## src/rtl/memory_pipe_pkg.sv

```systemverilog
// Shared types and helpers for memory_pipe.
// Holds the sequencer state enum, the read-latency ceiling and a per-byte
// even-parity helper used by the parity option (MEMORY_PARITY_EN).
package memory_pipe_pkg;

    typedef enum logic [0:0] {
        CLEAR = 1'b0,
        READY = 1'b1
    } state_e;

    localparam int unsigned RD_LATENCY_MAX = 4;

    // Parity helper works on a fixed maximum word; callers cast in and out.
    localparam int unsigned PAR_MAX_BYTES = 64;
    localparam int unsigned PAR_MAX_BITS  = PAR_MAX_BYTES * 8;

    // Even parity per byte: bit i is the XOR of byte i.
    function automatic logic [PAR_MAX_BYTES-1:0] byte_parity(input logic [PAR_MAX_BITS-1:0] data);
        logic [PAR_MAX_BYTES-1:0] par;
        par = '0;
        for (int unsigned i = 0; i < PAR_MAX_BYTES; i++) begin
            par[i] = ^data[i*8 +: 8];
        end
        return par;
    endfunction

endpackage

```

## src/rtl/memory_pipe_if.sv

```systemverilog
// Request/response bus of memory_pipe.
// master: drives memory_en/wr/addr/be/data_in/clr (and memory_par_inj),
//         receives memory_ready/vld_out/data_out/err (and memory_par_err).
// slave : the memory side of the same signals.
// Parity signals exist only when MEMORY_PARITY_EN is defined.
interface memory_pipe_if #(
    parameter int unsigned DATA_WIDTH = 32,
    parameter int unsigned ADDR_WIDTH = 4
);
    localparam int unsigned BE_WIDTH = DATA_WIDTH / 8;

    logic                  memory_en;
    logic                  memory_wr;
    logic [ADDR_WIDTH-1:0] memory_addr;
    logic [BE_WIDTH-1:0]   memory_be;
    logic [DATA_WIDTH-1:0] memory_data_in;
    logic                  memory_clr;
    logic                  memory_ready;
    logic                  memory_vld_out;
    logic [DATA_WIDTH-1:0] memory_data_out;
    logic                  memory_err;
`ifdef MEMORY_PARITY_EN
    logic                  memory_par_inj;
    logic                  memory_par_err;
`endif

    modport master (
`ifdef MEMORY_PARITY_EN
        output memory_par_inj,
        input  memory_par_err,
`endif
        output memory_en,
        output memory_wr,
        output memory_addr,
        output memory_be,
        output memory_data_in,
        output memory_clr,
        input  memory_ready,
        input  memory_vld_out,
        input  memory_data_out,
        input  memory_err
    );

    modport slave (
`ifdef MEMORY_PARITY_EN
        input  memory_par_inj,
        output memory_par_err,
`endif
        input  memory_en,
        input  memory_wr,
        input  memory_addr,
        input  memory_be,
        input  memory_data_in,
        input  memory_clr,
        output memory_ready,
        output memory_vld_out,
        output memory_data_out,
        output memory_err
    );

endinterface

```

## src/rtl/memory_pipe_rdpipe.sv

```systemverilog
// Read-response shift register of memory_pipe: RD_LATENCY stages carrying
// valid, data, err (and par_err with MEMORY_PARITY_EN).
// Ports: clk, rst_n (async active low), in_* from the accept stage,
//        out_* registered response. out_data holds the last valid word;
//        out_err/out_par_err are forced low whenever out_vld is low.
module memory_pipe_rdpipe #(
    parameter int unsigned DATA_WIDTH = 32,
    parameter int unsigned RD_LATENCY = 1
) (
    input  logic                  clk,
    input  logic                  rst_n,
    input  logic                  in_vld,
    input  logic [DATA_WIDTH-1:0] in_data,
    input  logic                  in_err,
`ifdef MEMORY_PARITY_EN
    input  logic                  in_par_err,
    output logic                  out_par_err,
`endif
    output logic                  out_vld,
    output logic [DATA_WIDTH-1:0] out_data,
    output logic                  out_err
);

    logic [RD_LATENCY-1:0] vld_q, vld_d;
    logic [RD_LATENCY-1:0] err_q, err_d;
    logic [DATA_WIDTH-1:0] data_q [RD_LATENCY];
    logic [DATA_WIDTH-1:0] data_d [RD_LATENCY];
`ifdef MEMORY_PARITY_EN
    logic [RD_LATENCY-1:0] perr_q, perr_d;
`endif

    // Shift every cycle; data only advances with a valid so the tail holds.
    always_comb begin
        vld_d  = '0;
        err_d  = '0;
        data_d = data_q;
        vld_d[0]  = in_vld;
        err_d[0]  = in_vld & in_err;
        data_d[0] = in_vld ? in_data : data_q[0];
        for (int unsigned i = 1; i < RD_LATENCY; i++) begin
            vld_d[i]  = vld_q[i-1];
            err_d[i]  = err_q[i-1];
            data_d[i] = vld_q[i-1] ? data_q[i-1] : data_q[i];
        end
    end

`ifdef MEMORY_PARITY_EN
    always_comb begin
        perr_d    = '0;
        perr_d[0] = in_vld & in_par_err;
        for (int unsigned i = 1; i < RD_LATENCY; i++) begin
            perr_d[i] = perr_q[i-1];
        end
    end
`endif

    always_ff @(posedge clk or negedge rst_n) begin
        if (!rst_n) begin
            vld_q <= '0;
            err_q <= '0;
            for (int unsigned i = 0; i < RD_LATENCY; i++) begin
                data_q[i] <= '0;
            end
`ifdef MEMORY_PARITY_EN
            perr_q <= '0;
`endif
        end else begin
            vld_q  <= vld_d;
            err_q  <= err_d;
            data_q <= data_d;
`ifdef MEMORY_PARITY_EN
            perr_q <= perr_d;
`endif
        end
    end

    assign out_vld  = vld_q[RD_LATENCY-1];
    assign out_err  = err_q[RD_LATENCY-1];
    assign out_data = data_q[RD_LATENCY-1];
`ifdef MEMORY_PARITY_EN
    assign out_par_err = perr_q[RD_LATENCY-1];
`endif

endmodule

```

## src/rtl/memory_pipe.sv

```systemverilog
// Single-port scratch memory with byte-enable writes, RD_LATENCY read
// pipeline, hardware clear sequencer and out-of-range detection.
// Ports: memory_clk (rising edge), memory_rst (async, active low),
//        bus (memory_pipe_if.slave) carrying requests and read responses.
// Option: MEMORY_PARITY_EN adds per-byte even parity storage, write-side
//         parity injection (memory_par_inj) and read-side memory_par_err.
module memory_pipe
    import memory_pipe_pkg::*;
#(
    parameter int unsigned DATA_WIDTH = 32,
    parameter int unsigned DEPTH      = 16,
    parameter int unsigned ADDR_WIDTH = $clog2(DEPTH),
    parameter int unsigned RD_LATENCY = 1
) (
    input  logic         memory_clk,
    input  logic         memory_rst,
    memory_pipe_if.slave bus
);

    localparam int unsigned BE_WIDTH = DATA_WIDTH / 8;

    state_e                state_q, state_d;
    logic [ADDR_WIDTH-1:0] cnt_q, cnt_d;
    logic                  ready_q, ready_d;

    logic [DATA_WIDTH-1:0] mem_q [DEPTH];
`ifdef MEMORY_PARITY_EN
    logic [BE_WIDTH-1:0]   par_q [DEPTH];
    logic [BE_WIDTH-1:0]   wpar_c;
    logic                  rd_par_err_c;
`endif

    logic                  accept_c;
    logic                  in_range_c;
    logic [ADDR_WIDTH-1:0] idx_c;
    logic                  we_c;
    logic [ADDR_WIDTH-1:0] waddr_c;
    logic [DATA_WIDTH-1:0] wdata_c;
    logic [BE_WIDTH-1:0]   wmask_c;
    logic                  rd_vld_c;
    logic                  rd_err_c;
    logic [DATA_WIDTH-1:0] rd_data_c;

    // A clear pulse in READY wins over any request in the same cycle.
    assign accept_c   = bus.memory_en & ready_q & ~bus.memory_clr;
    assign in_range_c = (32'(bus.memory_addr) < DEPTH);
    assign idx_c      = in_range_c ? bus.memory_addr : '0;

    // Clear sequencer: CLEAR walks the counter once over the array.
    always_comb begin
        state_d = state_q;
        cnt_d   = cnt_q;
        case (state_q)
            CLEAR: begin
                cnt_d = cnt_q + ADDR_WIDTH'(1);
                if (cnt_q == ADDR_WIDTH'(DEPTH - 1)) begin
                    state_d = READY;
                    cnt_d   = '0;
                end
            end
            READY: begin
                if (bus.memory_clr) begin
                    state_d = CLEAR;
                    cnt_d   = '0;
                end
            end
            default: begin
                state_d = CLEAR;
                cnt_d   = '0;
            end
        endcase
        ready_d = (state_d == READY);
    end

    always_ff @(posedge memory_clk or negedge memory_rst) begin
        if (!memory_rst) begin
            state_q <= CLEAR;
            cnt_q   <= '0;
            ready_q <= 1'b0;
        end else begin
            state_q <= state_d;
            cnt_q   <= cnt_d;
            ready_q <= ready_d;
        end
    end

    // Single write port shared by the clear walk and accepted in-range writes.
    always_comb begin
        we_c    = 1'b0;
        waddr_c = cnt_q;
        wdata_c = '0;
        wmask_c = '0;
        if (state_q == CLEAR) begin
            we_c    = 1'b1;
            wmask_c = '1;
        end else if (accept_c && bus.memory_wr && in_range_c) begin
            we_c    = 1'b1;
            waddr_c = bus.memory_addr;
            wdata_c = bus.memory_data_in;
            wmask_c = bus.memory_be;
        end
    end

`ifdef MEMORY_PARITY_EN
    // Injection flips parity of the bytes being written; CLEAR stores zero.
    always_comb begin
        wpar_c = '0;
        if (state_q != CLEAR) begin
            wpar_c = BE_WIDTH'(byte_parity(PAR_MAX_BITS'(bus.memory_data_in)))
                   ^ (bus.memory_par_inj ? bus.memory_be : BE_WIDTH'(0));
        end
    end
`endif

    // Storage array; contents are defined by the clear walk, not by reset.
    always_ff @(posedge memory_clk) begin
        if (we_c) begin
            for (int unsigned b = 0; b < BE_WIDTH; b++) begin
                if (wmask_c[b]) begin
                    mem_q[waddr_c][b*8 +: 8] <= wdata_c[b*8 +: 8];
`ifdef MEMORY_PARITY_EN
                    par_q[waddr_c][b] <= wpar_c[b];
`endif
                end
            end
        end
    end

    // Read sample at the accept edge; out-of-range reads return zero + err.
    assign rd_vld_c  = accept_c & ~bus.memory_wr;
    assign rd_err_c  = ~in_range_c;
    assign rd_data_c = in_range_c ? mem_q[idx_c] : '0;
`ifdef MEMORY_PARITY_EN
    assign rd_par_err_c = in_range_c
        & (|(par_q[idx_c] ^ BE_WIDTH'(byte_parity(PAR_MAX_BITS'(mem_q[idx_c])))));
`endif

    memory_pipe_rdpipe #(
        .DATA_WIDTH (DATA_WIDTH),
        .RD_LATENCY (RD_LATENCY)
    ) u_rdpipe (
        .clk         (memory_clk),
        .rst_n       (memory_rst),
        .in_vld      (rd_vld_c),
        .in_data     (rd_data_c),
        .in_err      (rd_err_c),
`ifdef MEMORY_PARITY_EN
        .in_par_err  (rd_par_err_c),
        .out_par_err (bus.memory_par_err),
`endif
        .out_vld     (bus.memory_vld_out),
        .out_data    (bus.memory_data_out),
        .out_err     (bus.memory_err)
    );

    assign bus.memory_ready = ready_q;

endmodule
```

## src/flat_wrapper.sv

```systemverilog
// flat-port wrapper written by rule: the top's interface ports become plain ports
module memory_pipe_flat import memory_pipe_pkg::*;
#(
    parameter int unsigned DATA_WIDTH = 32,
    parameter int unsigned DEPTH      = 16,
    parameter int unsigned ADDR_WIDTH = $clog2(DEPTH),
    parameter int unsigned RD_LATENCY = 1
)
  (memory_clk, memory_rst, bus_memory_en, bus_memory_wr, bus_memory_addr, bus_memory_be, bus_memory_data_in, bus_memory_clr, bus_memory_ready, bus_memory_vld_out, bus_memory_data_out, bus_memory_err);
  memory_pipe_if #(.DATA_WIDTH(DATA_WIDTH), .ADDR_WIDTH(ADDR_WIDTH)) bus_i ();
  input  logic memory_clk;
  input  logic memory_rst;
  input wire logic [$bits(bus_i.memory_en)-1:0] bus_memory_en;
  input wire logic [$bits(bus_i.memory_wr)-1:0] bus_memory_wr;
  input wire logic [$bits(bus_i.memory_addr)-1:0] bus_memory_addr;
  input wire logic [$bits(bus_i.memory_be)-1:0] bus_memory_be;
  input wire logic [$bits(bus_i.memory_data_in)-1:0] bus_memory_data_in;
  input wire logic [$bits(bus_i.memory_clr)-1:0] bus_memory_clr;
  output wire logic [$bits(bus_i.memory_ready)-1:0] bus_memory_ready;
  output wire logic [$bits(bus_i.memory_vld_out)-1:0] bus_memory_vld_out;
  output wire logic [$bits(bus_i.memory_data_out)-1:0] bus_memory_data_out;
  output wire logic [$bits(bus_i.memory_err)-1:0] bus_memory_err;
  assign bus_i.memory_en = bus_memory_en;
  assign bus_i.memory_wr = bus_memory_wr;
  assign bus_i.memory_addr = bus_memory_addr;
  assign bus_i.memory_be = bus_memory_be;
  assign bus_i.memory_data_in = bus_memory_data_in;
  assign bus_i.memory_clr = bus_memory_clr;
  assign bus_memory_ready = bus_i.memory_ready;
  assign bus_memory_vld_out = bus_i.memory_vld_out;
  assign bus_memory_data_out = bus_i.memory_data_out;
  assign bus_memory_err = bus_i.memory_err;
  memory_pipe #(.DATA_WIDTH(DATA_WIDTH), .DEPTH(DEPTH), .ADDR_WIDTH(ADDR_WIDTH), .RD_LATENCY(RD_LATENCY)) u_core (.memory_clk(memory_clk), .memory_rst(memory_rst), .bus(bus_i));
endmodule
```

## config.mk

```make
export PLATFORM = sky130hd
export DESIGN_NAME = memory_pipe_flat
export DESIGN_NICKNAME = d
export VERILOG_FILES = /design/src/rtl/memory_pipe_pkg.sv /design/src/rtl/memory_pipe_if.sv /design/src/rtl/memory_pipe_rdpipe.sv /design/src/rtl/memory_pipe.sv /design/src/flat_wrapper.sv
export SDC_FILE = /design/constraint.sdc
export NUM_CORES = 1
export LEC_CHECK = 0
export ABC_AREA = 1
export CORE_UTILIZATION = 30
export DETAILED_ROUTE_END_ITERATION = 10
export MAX_ROUTING_LAYER = met4
export PLACE_DENSITY_LB_ADDON = 0.08
export SLEW_MARGIN = 20
export SYNTH_ARGS = -nofsm -noshare
export SYNTH_HDL_FRONTEND = slang
export SYNTH_SLANG_ARGS = --single-unit
```

## constraint.sdc

```tcl
create_clock -name memory_clk -period 1.9 [get_ports memory_clk]
set_input_delay 0.285 -clock memory_clk [delete_from_list [all_inputs] [get_ports memory_clk]]
set_output_delay 0.285 -clock memory_clk [all_outputs]
set_load 0.005 [all_outputs]
```

# [Word level (Yosys, flattened, before mapping)]
# Memory sizes are Yosys's and may differ from the RTL's. A register that Yosys moved wholly into a read port is not among the register bits.
# Index checks and enable logic that the tools add are counted.
[totals] mem_count=1 reg_bits=6 out_inout_bits=35 ram_bits=512 input_bits=45
[memory_table] name="u_core.mem_q" depth=16 word_bits=32 rd=1 rd_ports_with_merged_regs=1 write_ports=1 line_no="memory_pipe.sv:26" source="logic [DATA_WIDTH-1:0] mem_q [DEPTH];"
[op_classes] eq_ne=2 mux=26 reduce_logical=2 add_sub_neg=1 bitwise=6
[ops] operator="32-bit two-way mux" n=2
[ops] operator="4-bit two-way mux" n=6
[ops] operator="1-bit two-way mux" n=16
[ops] operator="4-bit case mux with 2 select lines" n=1
[ops] operator="4-bit by 1-bit adder with 4-bit output, second input constant" n=1
[ops] operator="4-bit == test, second input constant" n=1
[ops] operator="1-bit AND" n=3
[ops] operator="1-bit NOT" n=3
[ops] operator="2-bit inequality test, second input constant" n=1
[ops] operator="1-bit case mux with 2 select lines" n=1
[ops] operator="1-bit logical AND" n=1
[ops] operator="1-bit zero test" n=1

# [Depth between registers and ports, before layout]
# Gate-level depths: netlist of run 1.
[logic_depth] ltp_word=8 ltp_mapped=12

# [Hierarchy]
# From an unflattened synthesis of run 1, not the netlist that was laid out.
[unflattened] hier_cells=2102 hier_area_um2=23135.9
[modules_own_cells] mod="memory_pipe" n_inst=1 area_each_um2=21790.9 seq_area_each_um2=15499.9 cells_per_inst=1962
[modules_own_cells] mod="memory_pipe_rdpipe" n_inst=1 area_each_um2=1345.0 seq_area_each_um2=850.8 cells_per_inst=140

# [Least setup slack after synthesis of run 1]
# No wires, ideal clock.
[synth_path] kind="register to register" start="reg u_core.state_q" end="mem u_core.mem_q[13][10], enable pin" slack_ps=-79 path_stages_with_launch=10 path_buffers=1 t_required_ps=1530 t_arrival_ps=1608 path_cell_list="dfrtp_1 > nand2_2 > nor2_4 > nand2_4 > buf_12 > nand2_4 > o21ai_4 > nor2_8 > nand2_2 > nor2_1"
[synth_via] elab_chain_len=8
[synth_lines] element="start, declared" line_no="memory_pipe.sv:22" source="state_e state_q, state_d;"
[synth_lines] element="start signal, assigned" line_no="memory_pipe.sv:81" source="state_q <= state_d;"
[synth_lines] element="1-bit AND (2 in series)"
[synth_lines] element="1-bit logical AND"
[synth_lines] element="4-bit two-way mux"
[synth_lines] element="4-bit two-way mux" line_no="memory_pipe.sv:93" source="if (state_q == CLEAR) begin"
[synth_lines] element="1-bit two-way mux" line_no="memory_pipe.sv:119" source="if (wmask_c[b]) begin"
[synth_lines] element="1-bit two-way mux" line_no="memory_pipe.sv:117" source="if (we_c) begin"
[synth_lines] element="1-bit two-way mux (not written as such)" line_no="memory_pipe.sv:120" source="mem_q[waddr_c][b*8 +: 8] <= wdata_c[b*8 +: 8];"
[synth_lines] element="end, declared" line_no="memory_pipe.sv:26"
# Parallel ways exist; a longest one is shown, timed or not.

# [Worst setup path after layout of run 1]
[layout_path] start="reg u_core.state_q" end="mem u_core.mem_q[0][15], enable pin"
# The elaborated chain is that of the path after synthesis.

==> summary.log, run 1 <==
[setup_path] largest fanout of any net on the critical path 8
[global_route] first-pass GRT wire length 103 mm
[yosys] count of cell types in the netlist 28
[yosys] average size of a mapped cell 11.2 um^2
[timing] RSZ-0062 raised after global routing yes
[drt] remaining number of nets flagged by the antenna check after routing 0
[power] leakage dissipation 11.3 nW
[layout] area growth from synthesis to layout 28.4%
[timing] highest clock rate 502 MHz
[status] run status finished, violations left
[yosys] Synth Area in XOR/XNOR 0.0768%
[drt] detailed-routing wirelength on met1 30.9 mm
[timing] crit share post-route 105%
[yosys] prevailing post-synth register cell sky130_fd_sc_hd__edfxtp_1
[drt] top sig layer met4
[cts] Bufs on Longest Clock Path 3
[placement] Final HPWL DP 44.0 mm
[global_route] sum of overflow across all layers after global routing 0
[yosys] multiplexer share of the synthesized area 0%
[floorplan] placeable core area 74,800 um^2
[floorplan] effective utilization at floorplan 30.5%
[floorplan] width of the chip 278 um
[yosys] count of flip-flops with a built-in enable after synthesis 512
[setup_path] arrival time worst endpoint 2330 ps
[hold_path] Hold WC Path Type input pin to asynchronous set/reset pin
[yosys] dominant combinational cell family by area after synthesis simple AND/OR/NAND/NOR gates
[yosys] biggest area consumer among synthesized cells sky130_fd_sc_hd__edfxtp_1
[timing] Setup Viol. Count Final 478
[setup_path] required time at the endpoint of the critical path 2230 ps
[cts] CTS tree built
[timing] count of final max-slew check failures 0
[global_route] vias in the first global route 15,900
[layout] number of nets at the end of the flow 2,260
[drt] met2 routed WL 34.4 mm
[global_route] largest net degree at the start of global routing 65
[power] Gate power share 21.9%
[floorplan] number of ports placed on the die boundary 80
[global_route] initial antenna violation count 0
[yosys] FFs w/ async S/R, synth 6.91%
[floorplan] overall die area 77,100 um^2
[cts] number of buffers inserted during clock tree synthesis 61
[yosys] Adder-Cell Fraction of Synth Area 0.0549%
[drt] Initial DRC Count 979
[drt] number of vias per cell 4.71
[yosys] flop and latch count out of synthesis 550
[power] clock network power share 33.9%
[setup_path] category of the most critical setup path register to register
[yosys] area fraction in and, or, nand and nor cells after synthesis 24.2%
[power] Total Power Consumption 36.7 mW
[placement] count of port buffers added during placement 78
[yosys] Synth top area share 67.4%
[drt] number of remaining DRC errors 0
[cts] number of clock sinks seen by CTS 550
[setup_path] critical path launch point type register
[layout] count of antenna diodes in the layout 0
[timing] worst-case clock skew 13.7 ps
[timing] Final Critical Period 1990 ps
[cts] cell at the root of the clock tree sky130_fd_sc_hd__clkbuf_16
[power] maximum ir drop on the vdd rail 0.000639 V
[timing] final hold violation count 0
[yosys] largest cells by area after synthesis sky130_fd_sc_hd__edfxtp_1 67%, sky130_fd_sc_hd__nand2_1 13%, sky130_fd_sc_hd__nand3_1 8.5%
[power] sw frac 28.3%
[floorplan] vertical die dimension 278 um
[drt] Detail Route met3 WL 2.51 mm
[drt] WL per Instance 21.5 um
[cts] clock-pin slew of the registers on the worst-case setup and hold paths 60 ps
[drt] number of detailed-route iterations in the first pass 7
[yosys] proportion of synthesized chip area in sequential cells 71.6%
[power] sequential group share of total power 44.2%
[status] violated checks setup timing
[placement] final weighted congestion of routability-driven global placement 0.801
[power] net load switching power 10.4 mW
[drt] count of vias placed by the detailed router 15,200
[flow_run] max-cap check violation count 0
[placement] pre-CTS setup slack -618 ps
[power] internal power of the cells 26.3 mW
[yosys] synthesized net count 2,073
[cts] Clk Latency, worst-skew pair 630 ps
[yosys] Gate Count Post-Synth 2,027
[yosys] Compound-Gate Fraction of Synth Area 0.681%
[timing] final worst-path setup slack -93.7 ps
[setup_path] Crit. End Element register
[layout] utilization of the core after routing 39.1%
[global_route] total routing usage reported by global routing 18.6%
[yosys] number of synthesis warnings 0
[yosys] cell area after synthesis 22,800 um^2
[floorplan] row cnt 100
[power] total power per unit cell area 1250 nW/um^2
[cts] CTS H-Tree Depth 2
[layout] share of cells above drive strength 1 16.5%
[drt] post-detailed-routing wire length 69.5 mm
==> per-layer routing <==
| layer | GRT usage [%] | up-vias |
|---|---|---|
| li1 | - | 7318 |
| met1 | 23.7 | 7491 |
| met2 | 31.2 | 322 |
| met3 | 2.38 | 104 |
| met4 | 5.17 | 0 |
| met5 | - | - |
==> cell usage in the layout (no fill, tap or decap), types with 6 or more instances in the layout <==
cell type | Yosys | routed
sky130_fd_sc_hd__clkinv_1 | 0 | 10
sky130_fd_sc_hd__bufinv_16 | 0 | 11
sky130_fd_sc_hd__nand2_4 | 4 | 8
sky130_fd_sc_hd__inv_1 | 43 | 41
sky130_fd_sc_hd__edfxtp_1 | 512 | 512
sky130_fd_sc_hd__nand2_8 | 0 | 15
sky130_fd_sc_hd__o21ai_4 | 5 | 6
sky130_fd_sc_hd__clkbuf_16 | 0 | 63
sky130_fd_sc_hd__nor2_4 | 5 | 59
sky130_fd_sc_hd__clkinvlp_4 | 0 | 6
sky130_fd_sc_hd__clkdlybuf4s50_1 | 0 | 72
sky130_fd_sc_hd__buf_4 | 10 | 35
sky130_fd_sc_hd__nor2_1 | 96 | 39
sky130_fd_sc_hd__nand2_1 | 771 | 771
sky130_fd_sc_hd__buf_12 | 1 | 62
sky130_fd_sc_hd__dfrtp_1 | 38 | 38
sky130_fd_sc_hd__clkbuf_1 | 31 | 7
sky130_fd_sc_hd__buf_6 | 1 | 72
sky130_fd_sc_hd__clkinv_2 | 0 | 12
sky130_fd_sc_hd__nand3_1 | 387 | 387
==> synth_stat cells, types with 3 or more instances <==
master / instances
sky130_fd_sc_hd__nand2_4: 4
sky130_fd_sc_hd__nor2_1: 96
sky130_fd_sc_hd__nand3_1: 387
sky130_fd_sc_hd__buf_1: 19
sky130_fd_sc_hd__o21ai_4: 5
sky130_fd_sc_hd__nand2_2: 21
sky130_fd_sc_hd__buf_2: 59
sky130_fd_sc_hd__o21ai_0: 3
sky130_fd_sc_hd__clkbuf_1: 31
sky130_fd_sc_hd__nor2_8: 4
sky130_fd_sc_hd__o21ai_2: 3
sky130_fd_sc_hd__a21oi_1: 4
sky130_fd_sc_hd__dfrtp_1: 38
sky130_fd_sc_hd__nor2_4: 5
sky130_fd_sc_hd__edfxtp_1: 512
sky130_fd_sc_hd__buf_4: 10
sky130_fd_sc_hd__inv_1: 43
sky130_fd_sc_hd__nand2_1: 771
==> metrics by stage <==
step	hold slack [ps]	instance area (um^2)	std cells	setup TNS, ps
3_3_place_gp	197	26000	3099	-296430
2_1_floorplan	-10.6	22800	2027	-37950
6_report	83.6	29300	3234	-17000
4_1_cts	53.3	28500	3222	-21030
3_5_place_dp	200	26000	3099	-309720
5_1_grt	83.4	29300	3234	-43420
==> path summary, 6_finish.rpt <==
| check | from | endpoint | slack (ps) | depth (start not counted) |
|---|---|---|---|---|
| setup / recovery | u_core.state_q$_DFF_PN0_ | u_core.mem_q[0][15]$_DFFE_PP_ | -90 | 11 |
| hold / removal | memory_rst | u_core.u_rdpipe.out_vld$_DFF_PN0_ | 80 | 2 |
| setup reg to reg | u_core.state_q$_DFF_PN0_ | u_core.mem_q[0][15]$_DFFE_PP_ | -90 | 11 |
| hold reg to reg | u_core.u_rdpipe.out_data[11]$_DFFE_PN0P_ | u_core.u_rdpipe.out_data[11]$_DFFE_PN0P_ | 480 | 2 |
| max in group asynchronous | memory_rst | u_core.u_rdpipe.out_data[6]$_DFFE_PN0P_ | 1340 | 3 |
| min in group memory_clk | bus_memory_addr[3] | u_core.u_rdpipe.out_data[0]$_DFFE_PN0P_ | 350 | 6 |
==> cells by family (layout without fill, tap and decap cells) <==
kind of cell / after synthesis / count (layout)
compound gates: 17 / 17
xor+xnor: 2 / 2
fa+ha+maj: 1 / 1
buf+inv: 167 / 405
flops: 550 / 550
other cells: 1 / 1
simple gates: 1289 / 1289
==> cell type report <==
| cell class | count | area (um^2) |
|---|---|---|
| multi-input cells | 1310 | 6360 |
| flip-flops and latches | 550 | 16300 |
| fillers | 7228 | 45600 |
| well taps | 969 | 1210 |
| clock buffers | 70 | 1600 |
| inverters | 45 | 179 |
| clock inverters | 44 | 517 |
| repair buffers | 246 | 3080 |
==> worst max-delay path: stages, from the launching register on <==
cell and delay (ps):
sky130_fd_sc_hd__dfrtp_1 350, sky130_fd_sc_hd__nand2_2 80, sky130_fd_sc_hd__nor2_4 100, sky130_fd_sc_hd__nand2_4 120, sky130_fd_sc_hd__buf_4 180, sky130_fd_sc_hd__nand2_2 50, sky130_fd_sc_hd__o21ai_2 90, sky130_fd_sc_hd__nor2_4 110
sky130_fd_sc_hd__buf_12 150, sky130_fd_sc_hd__nand2_4 140, sky130_fd_sc_hd__nor2_1 140, sky130_fd_sc_hd__buf_4 180
==> power by group through the flow <==
stage / combinational [mW] / clock, mW / sequential, mW
floorplan: 3.34 / 0 / 16.4
detailed placement: 6.16 / 0 / 16.5
global placement: 6.08 / 0 / 16.5
CTS: 6.88 / 12.7 / 16.2
finish: 8.02 / 12.4 / 16.2
global route: 8.69 / 13.2 / 16.4
==> flip-flops by register name, indices dropped and copies added, names as in the netlist <==
| name | cells |
|---|---|
| u_core.mem_q | 512 |
| u_core.cnt_q | 4 |
| u_core.state_q | 1 |
| u_core.u_rdpipe.out_data | 32 |
| u_core.u_rdpipe.out_vld | 1 |
==> what timing repair did <==
item / in CTS / in global routing
resized for setup: 58 / 164
buffers inserted: 8 / 12
hold buffers: 1 / 0
setup endpoints to repair: 513 / 512
endpoints found under the hold margin: 38 / 0
pin swaps: 12 / 13
No activity file was read; power rests on OpenSTA's default activity.
==> run 2: changes to the inputs <==
Settings changed: SKIP_CTS_REPAIR_TIMING set to 1.
==> summary.log, run 2 (synthesized netlist as in run 1, its figures left out) <==
[status] run status finished, violations left
[status] violated checks setup timing
[layout] sequential cell area 16,300 um^2
[setup_path] critical path launch point type register
[global_route] initial antenna violation count 0
[timing] final hold violation count 0
[timing] worst-case clock skew 18.3 ps
[cts] Clk Latency, worst-skew pair 630 ps
[placement] Final HPWL DP 44.0 mm
[setup_path] category of the most critical setup path register to register
[layout] multi-input logic area 6140 um^2
[cts] CTS H-Tree Depth 2
[drt] number of vias per cell 4.70
[drt] Initial DRC Count 1,002
[global_route] most crowded layer after global routing met2
[power] leakage dissipation 11.2 nW
[timing] Final Critical Period 2040 ps
[floorplan] effective utilization at floorplan 30.5%
[placement] pre-CTS setup slack -618 ps
[cts] Bufs on Longest Clock Path 3
[global_route] total routing usage reported by global routing 18.6%
[floorplan] number of ports placed on the die boundary 80
[layout] number of nets at the end of the flow 2,256
[timing] final worst-path setup slack -135 ps
[layout] most flop-heavy register u_core.mem_q
[layout] share of cells above drive strength 1 15.5%
[drt] number of remaining DRC errors 0
[placement] count of port buffers added during placement 78
[layout] number of flip-flops in the largest register 512
[global_route] vias in the first global route 15,800
[layout] utilization of the core after routing 38.6%
[global_route] GR Util met3 2.32%
[layout] count of antenna diodes in the layout 0
[global_route] sum of overflow across all layers after global routing 0
[flow_run] max-cap check violation count 0
[cts] number of clock sinks seen by CTS 550
[layout] area growth from synthesis to layout 26.6%
[setup_path] required time at the endpoint of the critical path 2240 ps
[drt] count of vias placed by the detailed router 15,200
[cts] cell at the root of the clock tree sky130_fd_sc_hd__clkbuf_16
[hold_path] Hold WC Path Type input pin to asynchronous set/reset pin
[layout] most common library cell in the layout ignoring fill and taps sky130_fd_sc_hd__nand2_1
[cts] CTS tree built
[drt] number of detailed-route iterations in the first pass 5
[setup_path] largest fanout of any net on the critical path 8
[cts] clock-pin slew of the registers on the worst-case setup and hold paths 60 ps
[timing] RSZ-0062 raised after global routing yes
[cts] number of buffers inserted during clock tree synthesis 61
[layout] commonest cells after routing, fill and taps aside 771 x sky130_fd_sc_hd__nand2_1, 512 x sky130_fd_sc_hd__edfxtp_1, 387 x sky130_fd_sc_hd__nand3_1, 73 x sky130_fd_sc_hd__clkdlybuf4s50_1, 67 x sky130_fd_sc_hd__buf_4
[power] total power per unit cell area 1250 nW/um^2
[drt] remaining number of nets flagged by the antenna check after routing 0
[layout] Fill cells 7,277
[drt] post-detailed-routing wire length 69.3 mm
[setup_path] Crit. End Element register
[global_route] met2 Track Usage GR 31.2%
[global_route] largest net degree at the start of global routing 65
[floorplan] row cnt 100
[floorplan] overall die area 77,100 um^2
[timing] Post-Route Setup TNS -33,350 ps
[floorplan] width of the chip 278 um
[timing] crit share post-route 107%
[timing] highest clock rate 491 MHz
[global_route] global-route met1 utilization 23.6%
[floorplan] vertical die dimension 278 um
[global_route] first-pass GRT wire length 102 mm
[floorplan] placeable core area 74,800 um^2
[placement] final weighted congestion of routability-driven global placement 0.801
[setup_path] arrival time worst endpoint 2380 ps
[power] maximum ir drop on the vdd rail 0.000637 V
[timing] Setup Viol. Count Final 490
[timing] count of final max-slew check failures 0
[drt] WL per Instance 21.5 um
## run 2: changes by cell type in the layout (fill, tap and decap cells not counted), sizes merged
cell	previous run	this run
dlygate4sd2	1	0
buf	171	167
clkdlybuf4s50	72	73
## run 2: per-layer routing
metal	share of wire, %	up-vias
li1	-	7313
met1	44	7426
met2	50	325
met3	3.7	111
met4	2.4	0
met5	0	-
## run 2: path summary, 6_finish.rpt
check,endpoint,depth (start not counted),slack [ps],startpoint
worst min register to register,u_core.u_rdpipe.out_data[11]$_DFFE_PN0P_,2,480,u_core.u_rdpipe.out_data[11]$_DFFE_PN0P_
worst min-delay path,u_core.u_rdpipe.out_data[12]$_DFFE_PN0P_,2,80,memory_rst
worst max register to register,u_core.mem_q[12][22]$_DFFE_PP_,10,-140,u_core.state_q$_DFF_PN0_
min in group memory_clk,u_core.u_rdpipe.out_data[0]$_DFFE_PN0P_,6,340,bus_memory_addr[3]
max in group asynchronous,u_core.u_rdpipe.out_data[24]$_DFFE_PN0P_,3,1340,memory_rst
worst max-delay path,u_core.mem_q[12][22]$_DFFE_PP_,10,-140,u_core.state_q$_DFF_PN0_
## run 2: cell type report
| type | instances | share of cell area, % |
|---|---|---|
| flip-flops and latches | 550 | 56.6 |
| clock buffers | 70 | 5.55 |
| multi-input cells | 1310 | 21.3 |
| clock inverters | 44 | 1.79 |
| inverters | 45 | 0.620 |
| well taps | 969 | 4.20 |
| repair buffers | 242 | 9.98 |
## run 2: power by group
group / internal [mW] / leakage (nW) / switching, mW / total [mW]
logic: 2.80 / 4.86 / 4.56 / 7.36
registers: 15.6 / 5.33 / 0.613 / 16.2
clock network: 7.52 / 1.03 / 4.91 / 12.4
total: 25.9 / 11.2 / 10.1 / 36.0
## run 2: per-stage QoR
step | area [um^2] | power [mW] | instances | hold WS (ps)
floorplan | 22800 | 19.7 | 2027 | -10.6
global placement | 26000 | 22.6 | 3099 | 197
detailed placement | 26000 | 22.6 | 3099 | 200
CTS | 28100 | 35.2 | 3213 | -487
global route | 28900 | 37.6 | 3230 | 83.9
finish | 28900 | 36.0 | 3230 | 83.3
## run 2: critical path, stage by stage (launching register included)
cell                      delay, ps
sky130_fd_sc_hd__dfrtp_1        350
sky130_fd_sc_hd__nand2_2         80
sky130_fd_sc_hd__nor2_4         100
sky130_fd_sc_hd__nand2_4        120
sky130_fd_sc_hd__buf_12         180
sky130_fd_sc_hd__nand2_4         60
sky130_fd_sc_hd__o21ai_4        100
sky130_fd_sc_hd__nor2_8         290
sky130_fd_sc_hd__nand2_8        180
sky130_fd_sc_hd__nor2_2         140
sky130_fd_sc_hd__buf_6          140
